**config.mk**
```make
export PLATFORM = sky130hd
export DESIGN_NAME = arm_mc_controller
export DESIGN_NICKNAME = d
export VERILOG_FILES = /design/src/rtl/arm_mc_pkg.sv /design/src/rtl/arm_cond_unit.sv /design/src/rtl/arm_mc_controller.sv
export SDC_FILE = /design/constraint.sdc
export NUM_CORES = 1
export LEC_CHECK = 0
export BUFFER_PORTS_ARGS = -buffer_cell sky130_fd_sc_hd__buf_2
export CORE_ASPECT_RATIO = 1.75
export CORE_MARGIN = 2
export CORE_UTILIZATION = 45
export DETAILED_ROUTE_END_ITERATION = 16
export PLACE_DENSITY_LB_ADDON = 0.25
export SYNTH_ARGS = -nofsm -noshare
export SYNTH_HDL_FRONTEND = slang
export SYNTH_SLANG_ARGS = --single-unit
```
**constraint.sdc**
```tcl
create_clock -name clk -period 2.1 [get_ports clk]
set_clock_uncertainty 0.1 [all_clocks]
set_input_delay 0.105 -clock clk [delete_from_list [all_inputs] [get_ports clk]]
set_output_delay 0.105 -clock clk [all_outputs]
set_load 0.005 [all_outputs]
```
**src/rtl/arm_mc_pkg.sv**
```systemverilog
// Shared types and encodings for the multicycle ARM control unit:
// FSM states, instruction-field codes, mux-select encodings and command decode.
package arm_mc_pkg;

  typedef enum logic [3:0] {
    S_FETCH, S_DECODE, S_MEMADR, S_MEMREAD, S_MEMWB, S_MEMWRITE,
    S_EXECR, S_EXECI, S_ALUWB, S_BRANCH, S_FAULT
  } state_t;

  localparam logic [1:0] ALU_ADD = 2'b00, ALU_SUB = 2'b01, ALU_AND = 2'b10, ALU_ORR = 2'b11;
  localparam logic [1:0] OP_DP = 2'b00, OP_MEM = 2'b01, OP_BR = 2'b10, OP_BAD = 2'b11;

  localparam logic [3:0] CMD_AND = 4'b0000, CMD_SUB = 4'b0010, CMD_ADD = 4'b0100;
  localparam logic [3:0] CMD_CMP = 4'b1010, CMD_ORR = 4'b1100;

  localparam logic [3:0] COND_EQ = 4'h0, COND_NE = 4'h1, COND_CS = 4'h2, COND_CC = 4'h3;
  localparam logic [3:0] COND_MI = 4'h4, COND_PL = 4'h5, COND_VS = 4'h6, COND_VC = 4'h7;
  localparam logic [3:0] COND_HI = 4'h8, COND_LS = 4'h9, COND_GE = 4'hA, COND_LT = 4'hB;
  localparam logic [3:0] COND_GT = 4'hC, COND_LE = 4'hD, COND_AL = 4'hE, COND_NV = 4'hF;

  localparam logic [1:0] RES_ALUOUT = 2'b00, RES_RDATA = 2'b01, RES_ALU = 2'b10;
  localparam logic [1:0] SRC_A_REG = 2'b00, SRC_A_PC = 2'b01, SRC_A_ALUOUT = 2'b10;
  localparam logic [1:0] SRC_B_REG = 2'b00, SRC_B_IMM = 2'b01, SRC_B_FOUR = 2'b10;

  typedef struct packed {
    logic       mem_req;
    logic       mem_write;
    logic       adr_src;
    logic       ir_write;
    logic       pc_write;
    logic       reg_write;
    logic [1:0] result_src;
    logic [1:0] alu_src_a;
    logic [1:0] alu_src_b;
    logic [1:0] imm_src;
    logic [1:0] reg_src;
    logic [1:0] alu_ctl;
    logic       fault;
  } ctl_t;

  typedef struct packed {
    logic       valid;
    logic [1:0] ctl;
    logic       cmp;
    logic       arith;  // command produces meaningful C and V
  } alu_dec_t;

  function automatic alu_dec_t decode_cmd(input logic [3:0] cmd);
    alu_dec_t d;
    d = '{valid: 1'b1, ctl: ALU_ADD, cmp: 1'b0, arith: 1'b1};
    case (cmd)
      CMD_ADD: d.ctl = ALU_ADD;
      CMD_SUB: d.ctl = ALU_SUB;
      CMD_AND: begin d.ctl = ALU_AND; d.arith = 1'b0; end
      CMD_ORR: begin d.ctl = ALU_ORR; d.arith = 1'b0; end
      CMD_CMP: begin d.ctl = ALU_SUB; d.cmp = 1'b1; end
      default: begin d.valid = 1'b0; d.arith = 1'b0; end
    endcase
    return d;
  endfunction

endpackage

```
**src/rtl/arm_cond_unit.sv**
```systemverilog
// ARM condition-code evaluation against an NZCV flag vector; code 1111 never passes.
module arm_cond_unit
  import arm_mc_pkg::*;
(
  input  logic [3:0] cond,
  input  logic [3:0] flags,
  output logic       cond_ok
);
  logic n, z, c, v;
  assign {n, z, c, v} = flags;

  always_comb begin
    cond_ok = 1'b0;
    case (cond)
      COND_EQ: cond_ok = z;
      COND_NE: cond_ok = !z;
      COND_CS: cond_ok = c;
      COND_CC: cond_ok = !c;
      COND_MI: cond_ok = n;
      COND_PL: cond_ok = !n;
      COND_VS: cond_ok = v;
      COND_VC: cond_ok = !v;
      COND_HI: cond_ok = c && !z;
      COND_LS: cond_ok = !c || z;
      COND_GE: cond_ok = (n == v);
      COND_LT: cond_ok = (n != v);
      COND_GT: cond_ok = !z && (n == v);
      COND_LE: cond_ok = z || (n != v);
      COND_AL: cond_ok = 1'b1;
      COND_NV: cond_ok = 1'b0;
      default: cond_ok = 1'b0;
    endcase
  end
endmodule

```
**src/rtl/arm_mc_controller.sv**
```systemverilog
// Multicycle ARM control FSM: sequences fetch/decode/execute over a shared memory
// port with a ready/request handshake, wait timeout, NZCV register and sticky fault.
module arm_mc_controller
  import arm_mc_pkg::*;
#(
  parameter int MAX_WAIT = 16,
  parameter int WAIT_W   = $clog2(MAX_WAIT + 1)
) (
  input  logic       clk,
  input  logic       reset_n,
  input  logic [3:0] cond,
  input  logic [1:0] op,
  input  logic [5:0] funct,
  input  logic [3:0] rd,
  input  logic [3:0] alu_flags,
  input  logic       mem_ready,
  output logic       mem_req,
  output logic       mem_write,
  output logic       adr_src,
  output logic       ir_write,
  output logic       pc_write,
  output logic       reg_write,
  output logic [1:0] result_src,
  output logic [1:0] alu_src_a,
  output logic [1:0] alu_src_b,
  output logic [1:0] imm_src,
  output logic [1:0] reg_src,
  output logic [1:0] alu_ctl,
  output logic [3:0] flags,
  output logic       fault
);
  localparam int CNT_W = (WAIT_W < 1) ? 1 : WAIT_W;

  state_t           state_reg, state_next;
  logic [3:0]       flags_reg;
  logic [CNT_W-1:0] wait_cnt_reg;
  logic             cond_ok;
  logic             rd_pc;
  alu_dec_t         dec;
  ctl_t             ctl_c, ctl;

  arm_cond_unit u_cond (.cond(cond), .flags(flags_reg), .cond_ok(cond_ok));

  assign dec   = decode_cmd(funct[4:1]);
  assign rd_pc = (rd == 4'd15);

  always_comb begin
    ctl_c         = '0;
    ctl_c.imm_src = op;
    ctl_c.reg_src = {op == OP_MEM, op == OP_BR};
    ctl_c.alu_ctl = ALU_ADD;
    state_next    = state_reg;
    case (state_reg)
      S_FETCH: begin
        ctl_c.mem_req    = 1'b1;
        ctl_c.alu_src_a  = SRC_A_PC;
        ctl_c.alu_src_b  = SRC_B_FOUR;
        ctl_c.result_src = RES_ALU;
        if (mem_ready) begin
          ctl_c.ir_write = 1'b1;
          ctl_c.pc_write = 1'b1;
          state_next     = S_DECODE;
        end
      end
      S_DECODE: begin
        ctl_c.alu_src_a = SRC_A_PC;
        ctl_c.alu_src_b = SRC_B_FOUR;
        case (op)
          OP_MEM:  state_next = S_MEMADR;
          OP_DP:   state_next = funct[5] ? S_EXECI : S_EXECR;
          OP_BR:   state_next = S_BRANCH;
          default: state_next = S_FAULT;
        endcase
      end
      S_MEMADR: begin
        ctl_c.alu_src_b = SRC_B_IMM;
        state_next      = funct[0] ? S_MEMREAD : S_MEMWRITE;
      end
      S_MEMREAD: begin
        ctl_c.mem_req = 1'b1;
        ctl_c.adr_src = 1'b1;
        if (mem_ready) state_next = S_MEMWB;
      end
      S_MEMWB: begin
        ctl_c.result_src = RES_RDATA;
        ctl_c.reg_write  = cond_ok;
        ctl_c.pc_write   = cond_ok && rd_pc;
        state_next       = S_FETCH;
      end
      S_MEMWRITE: begin
        // A failed condition skips the bus cycle entirely
        ctl_c.adr_src   = 1'b1;
        ctl_c.mem_req   = cond_ok;
        ctl_c.mem_write = cond_ok;
        if (!cond_ok || mem_ready) state_next = S_FETCH;
      end
      S_EXECR, S_EXECI: begin
        ctl_c.alu_src_b = (state_reg == S_EXECI) ? SRC_B_IMM : SRC_B_REG;
        ctl_c.alu_ctl   = dec.ctl;
        state_next      = dec.valid ? S_ALUWB : S_FAULT;
      end
      S_ALUWB: begin
        ctl_c.alu_ctl   = dec.ctl;
        ctl_c.reg_write = cond_ok && !dec.cmp;
        ctl_c.pc_write  = cond_ok && rd_pc && !dec.cmp;
        state_next      = S_FETCH;
      end
      S_BRANCH: begin
        ctl_c.alu_src_a  = SRC_A_ALUOUT;
        ctl_c.alu_src_b  = SRC_B_IMM;
        ctl_c.result_src = RES_ALU;
        ctl_c.pc_write   = cond_ok;
        state_next       = S_FETCH;
      end
      S_FAULT: begin
        ctl_c       = '0;
        ctl_c.fault = 1'b1;
      end
      default: state_next = S_FAULT;
    endcase
    // The cycle that would bring the wait count to MAX_WAIT is the last one tolerated
    if (MAX_WAIT != 0 && ctl_c.mem_req && !mem_ready && (int'(wait_cnt_reg) + 1 >= MAX_WAIT))
      state_next = S_FAULT;
  end

  always_ff @(posedge clk or negedge reset_n) begin
    if (!reset_n) begin
      state_reg    <= S_FETCH;
      flags_reg    <= '0;
      wait_cnt_reg <= '0;
    end else begin
      state_reg <= state_next;
      if (state_next != state_reg)
        wait_cnt_reg <= '0;
      else if (ctl_c.mem_req && !mem_ready)
        wait_cnt_reg <= wait_cnt_reg + CNT_W'(1);
      if (state_reg == S_ALUWB && cond_ok && (funct[0] || dec.cmp)) begin
        flags_reg[3:2] <= alu_flags[3:2];
        if (dec.arith) flags_reg[1:0] <= alu_flags[1:0];
      end
    end
  end

  assign ctl        = reset_n ? ctl_c : '0;
  assign mem_req    = ctl.mem_req;
  assign mem_write  = ctl.mem_write;
  assign adr_src    = ctl.adr_src;
  assign ir_write   = ctl.ir_write;
  assign pc_write   = ctl.pc_write;
  assign reg_write  = ctl.reg_write;
  assign result_src = ctl.result_src;
  assign alu_src_a  = ctl.alu_src_a;
  assign alu_src_b  = ctl.alu_src_b;
  assign imm_src    = ctl.imm_src;
  assign reg_src    = ctl.reg_src;
  assign alu_ctl    = ctl.alu_ctl;
  assign fault      = ctl.fault;
  assign flags      = flags_reg;

endmodule

```
==> results of run 1 <==
[how the worst max path moves through the flow]
stage | cells past startpoint | slack [ns] | from | to
floorplan | 7 | -0.03 | flags[3] | flags[0]
global placement | 7 | 0.02 | flags[3] | flags[0]
detailed placement | 7 | -0.08 | flags[0] | flags[0]
CTS | 8 | -0.12 | flags[0] | mem_req
global route | 8 | -0.23 | flags[0] | mem_req
finish | 8 | -0.15 | flags[3] | flags[0]
[worst max-delay path: stages, from the launching register on]
cell,delay [ns]
dfrtp_1,0.41
xnor2_2,0.18
nor3b_1,0.08
o31a_4,0.38
xnor2_4,0.19
buf_4,0.14
o2111a_4,0.20
and2_4,0.16
mux2_4,0.30
[power groups by stage]
stage          sequential, mW  clock, mW  combinational, mW
6_report                0.251      0.226             0.0941
5_1_grt                 0.250      0.241              0.102
3_5_place_dp            0.255          0             0.0788
3_3_place_gp            0.255          0             0.0759
4_1_cts                 0.251      0.227             0.0870
2_1_floorplan           0.255          0             0.0305
[kinds of logic after synthesis]
logic type / Yosys count / share of synthesized area
multiplexers: 9 / 0.0986
adder cells (fa/ha/maj): 1 / 0.00976
flip-flops: 13 / 0.254
buffers and inverters: 14 / 0.0518
AO/OA/AOI/OAI: 36 / 0.207
AND/OR/NAND/NOR: 75 / 0.303
XOR/XNOR: 9 / 0.0762
[layout make-up]
type / count / area [sq um]
flip-flops and latches: 13 / 329
clock buffers: 4 / 45.0
repair buffers: 70 / 438
fillers: 234 / 883
inverters: 7 / 26.3
multi-input cells: 130 / 966
well taps: 27 / 33.8
[synthesized netlist by cell type, types with 2 or more instances]
master / instances
xnor2_1: 4
a21oi_1: 13
and2b_1: 2
dfrtp_1: 13
nand2b_1: 2
nand2_1: 11
clkbuf_1: 4
and2_1: 2
o21a_1: 2
nor2b_1: 2
mux2_2: 3
o21ai_0: 6
nor3_1: 7
inv_1: 7
mux2_4: 4
xor2_1: 4
and3_1: 6
nor2_1: 24
nor3b_1: 3
or4_1: 2
nand3_1: 6
[metal layers]
| layer | GRT usage | up-vias | part of all wire |
|---|---|---|---|
| met5 | 0 | - | 0 |
| met4 | 0.0976 | 0 | 0.020 |
| met2 | 0.451 | 43 | 0.58 |
| met1 | 0.225 | 666 | 0.35 |
| met3 | 0.0291 | 9 | 0.049 |
| li1 | - | 699 | - |
[what timing repair did]
| item | in CTS | in global routing |
|---|---|---|
| resized for setup | 6 | 18 |
| hold buffers | 3 | 0 |
| endpoints found under the setup margin | 17 | 21 |
| setup buffers | 6 | 3 |
| pin swaps | 5 | 11 |
| hold endpoints to repair | 15 | 0 |
==> impl_results.md, run 1 <==
- Status: complete, but fails checks
- Failing checks: setup timing
- Routed Wire Length: 3.69 mm
- DIE HEIGHT: 74.6 um
- Setup CP Type: register to register
- Final hold vios: 0
- Inserted Diodes: 0
- Inst Count DP: 235
- Maximum clock rate: 444 MHz
- Most frequent cells in the layout: 44 x buf_2, 22 x nor2_1, 19 x buf_4
- Share of the synthesized area in the top cell type: 0.254
- Post-Route Utilization: 0.675
- Leak: 0.917 nW
- Synth Flop Type: dfrtp_1
- Asr flop ratio synth: 1.00
- Gate Count Post-Synth: 157
- Worst Hold Depth: 2
- Internal: 0.434 mW
- Min-delay src: alu_flags[0]
- Clk_lat worst skew: 0.25 ns
- CTS sink cnt: 13
- Fin cells: 251
- Max-Cap Viols: 0
- Sequential share of power: 0.439
- Vias: 1417
- Commonest non-fill, non-tap cell in the layout: buf_2
- RSZ-0062 raised after global routing: yes
- Vias in the first global route: 1405
- Tot Pwr: 0.570 mW
- Port bufs: 45
- First-pass GRT wire length: 5.73 mm
- Via density: 5.65
- Cell taking the most area after synthesis: dfrtp_1
- Worst vdd ir: 0.356 mV
- Longest Clk Path Bufs: 2
- Worst-path clk slew: 0.05 ns
- R2r setup slk: -0.15 ns
- Max FFs per register: 5
- Critical Path Start Type: register
- Final Cycle Share: 1.07
- Sw Ratio: 0.239
- Worst Reg-to-Reg Cells: 8
- Final setup fails: 16
- Hold WC Path Type: input port to register
- CP Max Fanout: 3
- CTS tree: built
- Fin crit period: 2.25 ns
- Post-DRT Antenna Nets: 0
- Pwr dens: 310 mW/mm^2
- Layout area overhead: 43.5%
- Final RePlAce weighted congestion: 0.854
- Rel. slew slack: 0.705
- Rows: 25
- DIE WIDTH: 44.3 um
- Yosys cell types: 51
- Data arrival, critical path: 2.28 ns
- Setup TNS: -1.17 ns
- CTS Root Buffer Type: clkbuf_8
- Synth warnings: 0
- Worst slew pin tran: 0.442 ns
- Syn_area_per_cell: 8.16 sq um
- Fin area: 0.00184 sq mm
- Hpwl dp: 2.82 mm
- Hold Worst Slack: 0.000112 ns
- Flops & latches, synth: 13
- Mapped Area: 0.00128 sq mm
- Drt wl/cell: 14.7 um
- DRC Markers: 0
- Clock H-tree levels: 1
- Net Count, Synth: 181
- Initial antenna violation count: 0
- Worst slack, placed: -0.0845 ns
- Clock Power Share: 0.396
- EDFF count, synth: 0
- Pin count of the biggest net entering global routing: 18
- Slack of the critical path: -0.151 ns
- WP data required: 2.13 ns
- Hold endpoint: flags[0]
- Sequential-to-total area share from yosys stat: 0.254
- Layout cell share with drive strength beyond 1: 0.460
- Slew Viols, Final: 0
- Crit path capture type: register
- Final net count: 249
- Comb power frac: 0.165
- GRT Residual Overflow: 0
- Die footprint: 0.00331 sq mm
- Core area: 0.00272 sq mm
- R2r endpoint: flags[0]
- Pre-antenna DRT Iters: 5
- Initial Util: 0.471
- Gr usage total: 0.228
- CTS buffer count: 3
- Post-DP Area: 0.00160 sq mm
- I/O pins: 46
- Iter 0 DRT Violations: 40
- Top post-synthesis cells by area: dfrtp_1 25%, nor2_1 7.0%, a21oi_1 5.1%, mux2_4 4.7%, nand2_1 3.2%
- Worst r2r src: flags[3]
- NetSw: 0.136 mW
No activity file was read; power rests on OpenSTA's default activity.
==> inputs of run 2 (changes only) <==
--- a/config.mk
+++ b/config.mk
@@ -8,9 +8,10 @@
 export BUFFER_PORTS_ARGS = -buffer_cell sky130_fd_sc_hd__buf_2
 export CORE_ASPECT_RATIO = 1.75
 export CORE_MARGIN = 2
-export CORE_UTILIZATION = 45
+export CORE_UTILIZATION = 46
 export DETAILED_ROUTE_END_ITERATION = 16
 export PLACE_DENSITY_LB_ADDON = 0.25
 export SYNTH_ARGS = -nofsm -noshare
 export SYNTH_HDL_FRONTEND = slang
+export SYNTH_HIERARCHICAL = 1
 export SYNTH_SLANG_ARGS = --single-unit
==> impl_results.md, run 2 <==
- Status: complete, but fails checks
- Failing checks: setup timing
- Syn_area_per_cell: 8.24 sq um (+0.95%)
- Layout area overhead: 39.7%
- Final hold vios: 0 (unchanged)
- Slew Viols, Final: 0 (unchanged)
- CP max-delay cell: a2111o_1
- Vias: 1627 (+15%)
- Hpwl dp: 3.20 mm (+13%)
- M2 GR Usage: 0.460 (+0.00874)
- Mapped Area: 0.00147 sq mm (+14%)
- WP data required: 2.17 ns (+0.04 ns)
- Vias in the first global route: 1516 (+7.9%)
- Min-delay src: funct[1]
- CTS sink cnt: 13 (unchanged)
- Worst r2r src: flags[3]
- CP Max Fanout: 5 (+2)
- Clk_lat worst skew: 0.24 ns (about the same)
- Worst-path clk slew: 0.06 ns (about the same)
- Post-DP Area: 0.00184 sq mm (+15%)
- Pwr dens: 1050 mW/mm^2 (+240%)
- Pin count of the biggest net entering global routing: 16 (-2)
- DRC Markers: 0 (unchanged)
- GRT Residual Overflow: 0 (unchanged)
- Crit path from: flags[3]
- Flops & latches, synth: 13 (unchanged)
- Most frequent cells in the layout: 45 x buf_2, 24 x buf_4, 12 x nor2_1, 12 x dfrtp_1, 11 x a21oi_1
- Die footprint: 0.00367 sq mm (+11%)
- EDFF count, synth: 0 (unchanged)
- Rel. slew slack: 0.596 (-0.109)
- Initial Util: 0.472 (+0.00101)
- Post-DRT Antenna Nets: 0 (unchanged)
- Critical Path, Cell by Cell: xor2_2 > xor2_1 > a2111oi_2 > a311oi_1 > o22ai_1 > buf_4 > and4bb_1 > a221oi_2 > a2111o_1 > nor3_2
- Critical Path Start Type: register
- Inserted Diodes: 0 (unchanged)
- Hold WC Path Type: input port to register
- Slowest stage delay, CP: 0.47 ns (+0.06 ns)
- Synth warnings: 6 (+6)
- Most Crowded Layer GR: met2
- CTS tree: built
- Gr usage total: 0.240 (+0.0116)
- Setup TNS: -6.06 ns (-4.88 ns)
- Max-Cap Viols: 0 (unchanged)
- Pre-antenna DRT Iters: 4 (-1)
- Share of the synthesized area in the top cell type: 0.222 (-0.0321)
- Setup CP Type: register to register
- Final net count: 271 (+8.8%)
- Drt wl/cell: 14.8 um (+0.66%)
- Fin crit period: 2.57 ns (+0.316 ns)
- Asr flop ratio synth: 1.00 (unchanged)
- Iter 0 DRT Violations: 52 (+30%)
- CTS Root Buffer Type: clkbuf_8
- Synth Flop Type: dfrtp_1
- Initial antenna violation count: 0 (unchanged)
- Final Cycle Share: 1.22 (+0.150)
- Worst slew pin tran: 0.598 ns (+0.156 ns)
- Most instantiated library cell after synthesis: a21oi_1
- Sequential-to-total area share from yosys stat: 0.222 (-0.0321)
- Cell taking the most area after synthesis: dfrtp_1
- Commonest non-fill, non-tap cell in the layout: buf_2
- Maximum clock rate: 390 MHz (-12%)
- First-pass GRT wire length: 6.54 mm (+14%)
- Global Route met3 Usage: 0.0364 (+0.00724)
- Longest Clk Path Bufs: 2 (unchanged)
- I/O pins: 46 (unchanged)
- Max FFs per register: 5 (unchanged)
- Routed Wire Length: 4.27 mm (+16%)
- Final setup fails: 17 (+1)
- Worst vdd ir: 0.509 mV (+43%)
- Yosys cell types: 60 (+18%)
- DIE WIDTH: 46.7 um (+5.3%)
- Met1 GRT Util: 0.245 (+0.0197)
- Clock H-tree levels: 1 (unchanged)
- Rows: 27 (+8.0%)
- Leak: 0.924 nW (+0.68%)
- Top post-synthesis cells by area: dfrtp_1 22%, a21oi_1 4.8%, a211oi_1 3.6%, nor2b_1 3.4%, nor2_1 3.3%
- Slack of the critical path: -0.466 ns (-0.316 ns)
- Net Count, Synth: 202 (+12%)
- Final RePlAce weighted congestion: 0.903 (+5.8%)
- RSZ-0062 raised after global routing: yes
- Fin area: 0.00205 sq mm (+11%)
- Gate Count Post-Synth: 178 (+13%)
- Layout cell share with drive strength beyond 1: 0.423 (-0.0371)
- Core area: 0.00311 sq mm (+14%)
- Via density: 5.63 (-0.28%)
- Crit path capture type: register
- Data arrival, critical path: 2.63 ns (+0.35 ns)
- DIE HEIGHT: 78.7 um (+5.5%)
- CTS buffer count: 3 (unchanged)
- Port bufs: 45 (unchanged)
- Commonest cells post-synth: 14 x a21oi_1, 13 x dfrtp_1, 13 x nor2_1
-- run 2: layout make-up --
class | instances | area, sq um
inverter | 7 | 26.3
timing repair buffer | 76 | 478
fill | 303 | 1060
multi-input combinational | 146 | 1120
tap | 43 | 53.8
clock buffer | 4 | 45.0
sequential | 13 | 327
-- run 2: worst max-delay path: cells and delay by family, from the launching register on --
| family | cells | cell delay, ns |
|---|---|---|
| flip-flops | 1 | 0.41 |
| AO/OA/AOI/OAI | 5 | 1.05 |
| AND/OR/NAND/NOR | 2 | 0.41 |
| XOR/XNOR | 2 | 0.35 |
| buffers and inverters | 1 | 0.16 |
-- run 2: kinds of logic after synthesis --
logic type,Yosys count,share of synthesized area
and+or+nand+nor,78,0.323
AOI/OAI and AO/OA,54,0.275
buffers and inverters,19,0.0802
DFF,13,0.222
xor gates and xnor gates,7,0.0469
muxes,6,0.0444
adders and majority gates,1,0.00853
-- run 2: path summary, 6_finish.rpt --
kind	slack, ns	to	depth (start not counted)
setup reg to reg	-0.47	wait_cnt_reg[2]	10
min in group asynchronous	0.35	state_reg[1]	2
max in group asynchronous	1.08	wait_cnt_reg[1]	3
hold reg to reg	0.44	flags[2]	1
hold / removal	0.17	flags[1]	3
setup / recovery	-0.47	wait_cnt_reg[2]	10
-- run 2: through the flow --
| step | worst slack (ns) | hold WS (ns) | power, mW | std cells | util |
|---|---|---|---|---|---|
| final | -0.466 | 0.172 | 2.15 | 289 | 0.659 |
| after global routing | -0.649 | 0.163 | 2.32 | 289 | 0.659 |
| after CTS | -0.445 | 0.156 | 2.04 | 288 | 0.638 |
| after detailed placement | -0.470 | -0.106 | 1.77 | 278 | 0.592 |
| after global placement | -0.376 | -0.108 | 1.76 | 278 | 0.592 |
| after floorplan | -0.397 | -0.291 | 1.33 | 178 | - |
-- run 2: timing repair --
| item | 4_1_cts | 5_1_grt |
|---|---|---|
| pin swaps | 7 | 7 |
| endpoints found under the setup margin | 17 | 20 |
| hold buffers | 5 | 0 |
| hold endpoints to repair | 17 | 0 |
| buffers inserted | 2 | 1 |
| gates resized for setup | 9 | 12 |
-- run 2: power breakdown --
| part | total [mW] | switching, mW | internal [mW] |
|---|---|---|---|
| logic | 1.45 | 0.736 | 0.714 |
| clock network | 0.230 | 0.0957 | 0.134 |
| registers | 0.468 | 0.148 | 0.321 |
| total | 2.15 | 0.979 | 1.17 |
-- run 2: per-layer routing --
layer | wire length [um] | vias to the layer above
met5 | 0 | -
met4 | 85 | 0
met3 | 155 | 7
met2 | 2410 | 46
li1 | - | 806
met1 | 1620 | 768
==> inputs of run 3 (changes only) <==
--- a/config.mk
+++ b/config.mk
@@ -5,10 +5,11 @@
 export SDC_FILE = /design/constraint.sdc
 export NUM_CORES = 1
 export LEC_CHECK = 0
+export ABC_AREA = 1
 export BUFFER_PORTS_ARGS = -buffer_cell sky130_fd_sc_hd__buf_2
 export CORE_ASPECT_RATIO = 1.75
 export CORE_MARGIN = 2
-export CORE_UTILIZATION = 46
+export CORE_UTILIZATION = 45
 export DETAILED_ROUTE_END_ITERATION = 16
 export PLACE_DENSITY_LB_ADDON = 0.25
 export SYNTH_ARGS = -nofsm -noshare
==> impl_results.md, run 3 <==
- Most frequent cells in the layout: 60 x nand2_1, 45 x buf_2, 29 x nor2_1
- Worst slew pin tran: 0.444 ns (-0.154 ns)
- Vias in the first global route: 1584 (+4.5%)
- Internal: 0.902 mW (-23%)
- Hpwl dp: 3.20 mm (+0.25%)
- Pre-antenna DRT Iters: 4 (unchanged)
- Share of the synthesized area in the top cell type: 0.245 (+0.0234)
- Crit path capture type: register
- Clock H-tree levels: 1 (unchanged)
- NetSw: 1.01 mW (+3.0%)
- Layout cell share with drive strength beyond 1: 0.345 (-0.0777)
- Inst Count DP: 302 (+8.6%)
- Yosys cell types: 29 (-52%)
- Post-DP Area: 0.00159 sq mm (-14%)
- CTS tree: built
- Final Cycle Share: 0.982 (-0.240)
- Slew Viols, Final: 0 (unchanged)
- Worst vdd ir: 0.599 mV (+18%)
- Final RePlAce weighted congestion: 0.945 (+4.6%)
- Critical path's top delay family: simple AND/OR/NAND/NOR gates
- Fin crit period: 2.06 ns (-0.504 ns)
- Critical Path, Cell by Cell: inv_2 > o21ai_0 > o211ai_1 > nand3_1 > nor2_2 > nand3_4 > nand3_2 > nor2_4 > nor2_1 > nand2_1 > nand2_2 > nand2_2 > nand2_2 > nand2_4 > nor3_2
- Net Count, Synth: 253 (+25%)
- Max FFs per register: 5 (unchanged)
- Clock Power Share: 0.117 (+0.010)
- Commonest cells post-synth: 72 x nand2_1, 35 x nor2_1, 27 x inv_1
- Fin area: 0.00180 sq mm (-12%)
- Sw Ratio: 0.528 (+0.0720)
- Crit path buf inv count: 1 (unchanged)
- Commonest non-fill, non-tap cell in the layout: nand2_1
- CP Max Fanout: 5 (unchanged)
- Die footprint: 0.00341 sq mm (-7.0%)
- Gate Count Post-Synth: 229 (+29%)
- Iter 0 DRT Violations: 33 (-37%)
- Synth warnings: 6 (unchanged)
- RSZ-0062 raised after global routing: yes
- Top post-synthesis cells by area: dfrtp_1 25%, nand2_1 20%, nor2_1 9.9%, nand3_1 9.4%, inv_1 7.6%
- Via density: 5.51 (-2.1%)
- Initial Util: 0.463 (-0.00853)
- Pwr dens: 1060 mW/mm^2 (+1.2%)
- Rows: 26 (-3.7%)
- Syn_area_per_cell: 5.79 sq um (-30%)
- Final hold vios: 0 (unchanged)
- Register area: 327 sq um (unchanged)
- FILL cells: 297 (-2.0%)
- Core area: 0.00286 sq mm (-7.9%)
- Longest Clk Path Bufs: 2 (unchanged)
- Flops & latches, synth: 13 (unchanged)
- Critical Path Start Type: register
- Fin cells: 312 (+8.0%)
- Cell mode on critical path: nand2_2
- Leak: 0.981 nW (+6.3%)
- Cell taking the most area after synthesis: dfrtp_1
- Gr usage total: 0.242 (+0.00215)
- Synth Flop Type: dfrtp_1
- Final setup fails: 0 (-17)
- R2r setup slk: 0.04 ns (+0.50 ns)
- DRC Markers: 0 (unchanged)
- CTS sink cnt: 13 (unchanged)
- EDFF count, synth: 0 (unchanged)
- CTS buffer count: 3 (unchanged)
- Initial antenna violation count: 0 (unchanged)
- Routed Wire Length: 4.06 mm (-4.9%)
- Mapped Area: 0.00133 sq mm (-9.6%)
- Port bufs: 45 (unchanged)
- Asr flop ratio synth: 1.00 (unchanged)
- Pin count of the biggest net entering global routing: 18 (+2)
- Status: complete, no violations
- Post-DRT Antenna Nets: 0 (unchanged)
- Worst-path clk slew: 0.06 ns (about the same)
- Vias: 1719 (+5.7%)
- Hold WC Path Type: input port to register
- WP data required: 2.16 ns (about the same)
- Maximum clock rate: 485 MHz (+24%)
- GRT Residual Overflow: 0 (unchanged)
- I/O pins: 46 (unchanged)
- Most instantiated library cell after synthesis: nand2_1
- First-pass GRT wire length: 6.22 mm (-5.0%)
- Slowest stage delay, CP: 0.43 ns (-0.04 ns)
- DIE HEIGHT: 75.8 um (-3.7%)
- Comb power frac: 0.652 (-0.023)
- Final net count: 309 (+14%)
- Layout area overhead: 35.7%
- CTS Root Buffer Type: clkbuf_8
- Data arrival, critical path: 2.13 ns (-0.50 ns)
- CP max-delay cell: dfrtp_1
- Rel. slew slack: 0.702 (+0.106)
- Inserted Diodes: 0 (unchanged)
- Multi-input gate area: 977 sq um (-13%)
- Drt wl/cell: 13.0 um (-12%)
- Setup CP Type: register to register
- Max-Cap Viols: 0 (unchanged)
- Sequential-to-total area share from yosys stat: 0.245 (+0.0234)
- DIE WIDTH: 45.0 um (-3.5%)
- Clk_lat worst skew: 0.24 ns (about the same)
- Sequential share of power: 0.231 (+0.013)
-- run 3: changes by cell type in the layout (fill, tap and decap cells not counted), moves of 9 or more --
cell / previous run / this run
inv_1: 7 / 24
nand3_1: 4 / 22
nor2_2: 1 / 10
nand2_1: 10 / 60
buf_4: 24 / 4
nor2_1: 12 / 29
nand2_2: 0 / 10
-- run 3: power by group through the flow --
stage | logic, mW | registers [mW] | clock network (mW)
6_report | 1.25 | 0.441 | 0.224
5_1_grt | 1.38 | 0.449 | 0.238
4_1_cts | 1.04 | 0.423 | 0.226
3_5_place_dp | 1.02 | 0.425 | 0
3_3_place_gp | 1.02 | 0.421 | 0
2_1_floorplan | 0.755 | 0.393 | 0
-- run 3: final timing paths --
check,end,cells past startpoint,startpoint
max,wait_cnt_reg[2],15,flags[3]
min,flags[1],2,alu_flags[1]
max reg2reg,wait_cnt_reg[2],15,flags[3]
min reg2reg,wait_cnt_reg[4],2,wait_cnt_reg[4]
max in group asynchronous,flags[0],3,reset_n
min in group asynchronous,wait_cnt_reg[1],3,reset_n
-- run 3: worst reg2reg max path, cell delays in order, from the launching register on --
cell      delay [ns]
dfrtp_1         0.43
inv_2           0.11
o21ai_0         0.09
o211ai_1        0.09
nand3_1         0.12
nor2_2          0.14
nand3_4         0.12
nand3_2         0.11
nor2_4          0.05
nor2_1          0.09
nand2_1         0.08
nand2_2         0.08
nand2_2         0.06
nand2_2         0.09
nand2_4         0.07
nor3_2          0.17
-- run 3: per-layer routing --
metal  GRT usage  part of all wire  up-vias
li1            -                 -      847
met1       0.214              0.36      793
met2       0.479              0.56       62
met3      0.0213             0.036       17
met4       0.167             0.042        0
met5           0                 0        -
-- run 3: final cells by class --
cell class | instances | share of cell area
clock buffer | 4 | 0.0250
inverter | 32 | 0.0668
multi-input combinational | 182 | 0.543
sequential | 13 | 0.182
tap | 28 | 0.0195
timing repair buffer | 53 | 0.164
-- run 3: kinds of logic (layout without fill, tap and decap cells) --
family	Yosys count	after routing	synth area share
simple gates	160	160	0.537
flops	13	13	0.245
xor+xnor	3	3	0.0198
mux	2	2	0.0170
buf+inv	34	89	0.102
compound gates	16	16	0.0698
fa+ha+maj	1	1	0.00943
-- run 3: stage by stage --
stage	util	hold slack (ns)	power [mW]	TNS, ns	setup slack (ns)
final	0.628	0.00176	1.91	0	0.0379
after global routing	0.628	0.0107	2.07	-0.757	-0.174
after CTS	0.585	0.00831	1.69	0	0.0143
after detailed placement	0.554	-0.0134	1.45	-0.0616	-0.0265
after global placement	0.554	-0.0124	1.44	0	0.0425
after floorplan	-	-0.291	1.15	0	0.223
-- run 3: what timing repair did --
action                                 in CTS  in global routing
gates cloned                                0                  0
hold buffers                                4                  0
setup buffers                               0                  2
pin swaps                                   0                 18
setup endpoints to repair                   4                  8
gates resized for setup                     2                 33
endpoints found under the hold margin      16                  0
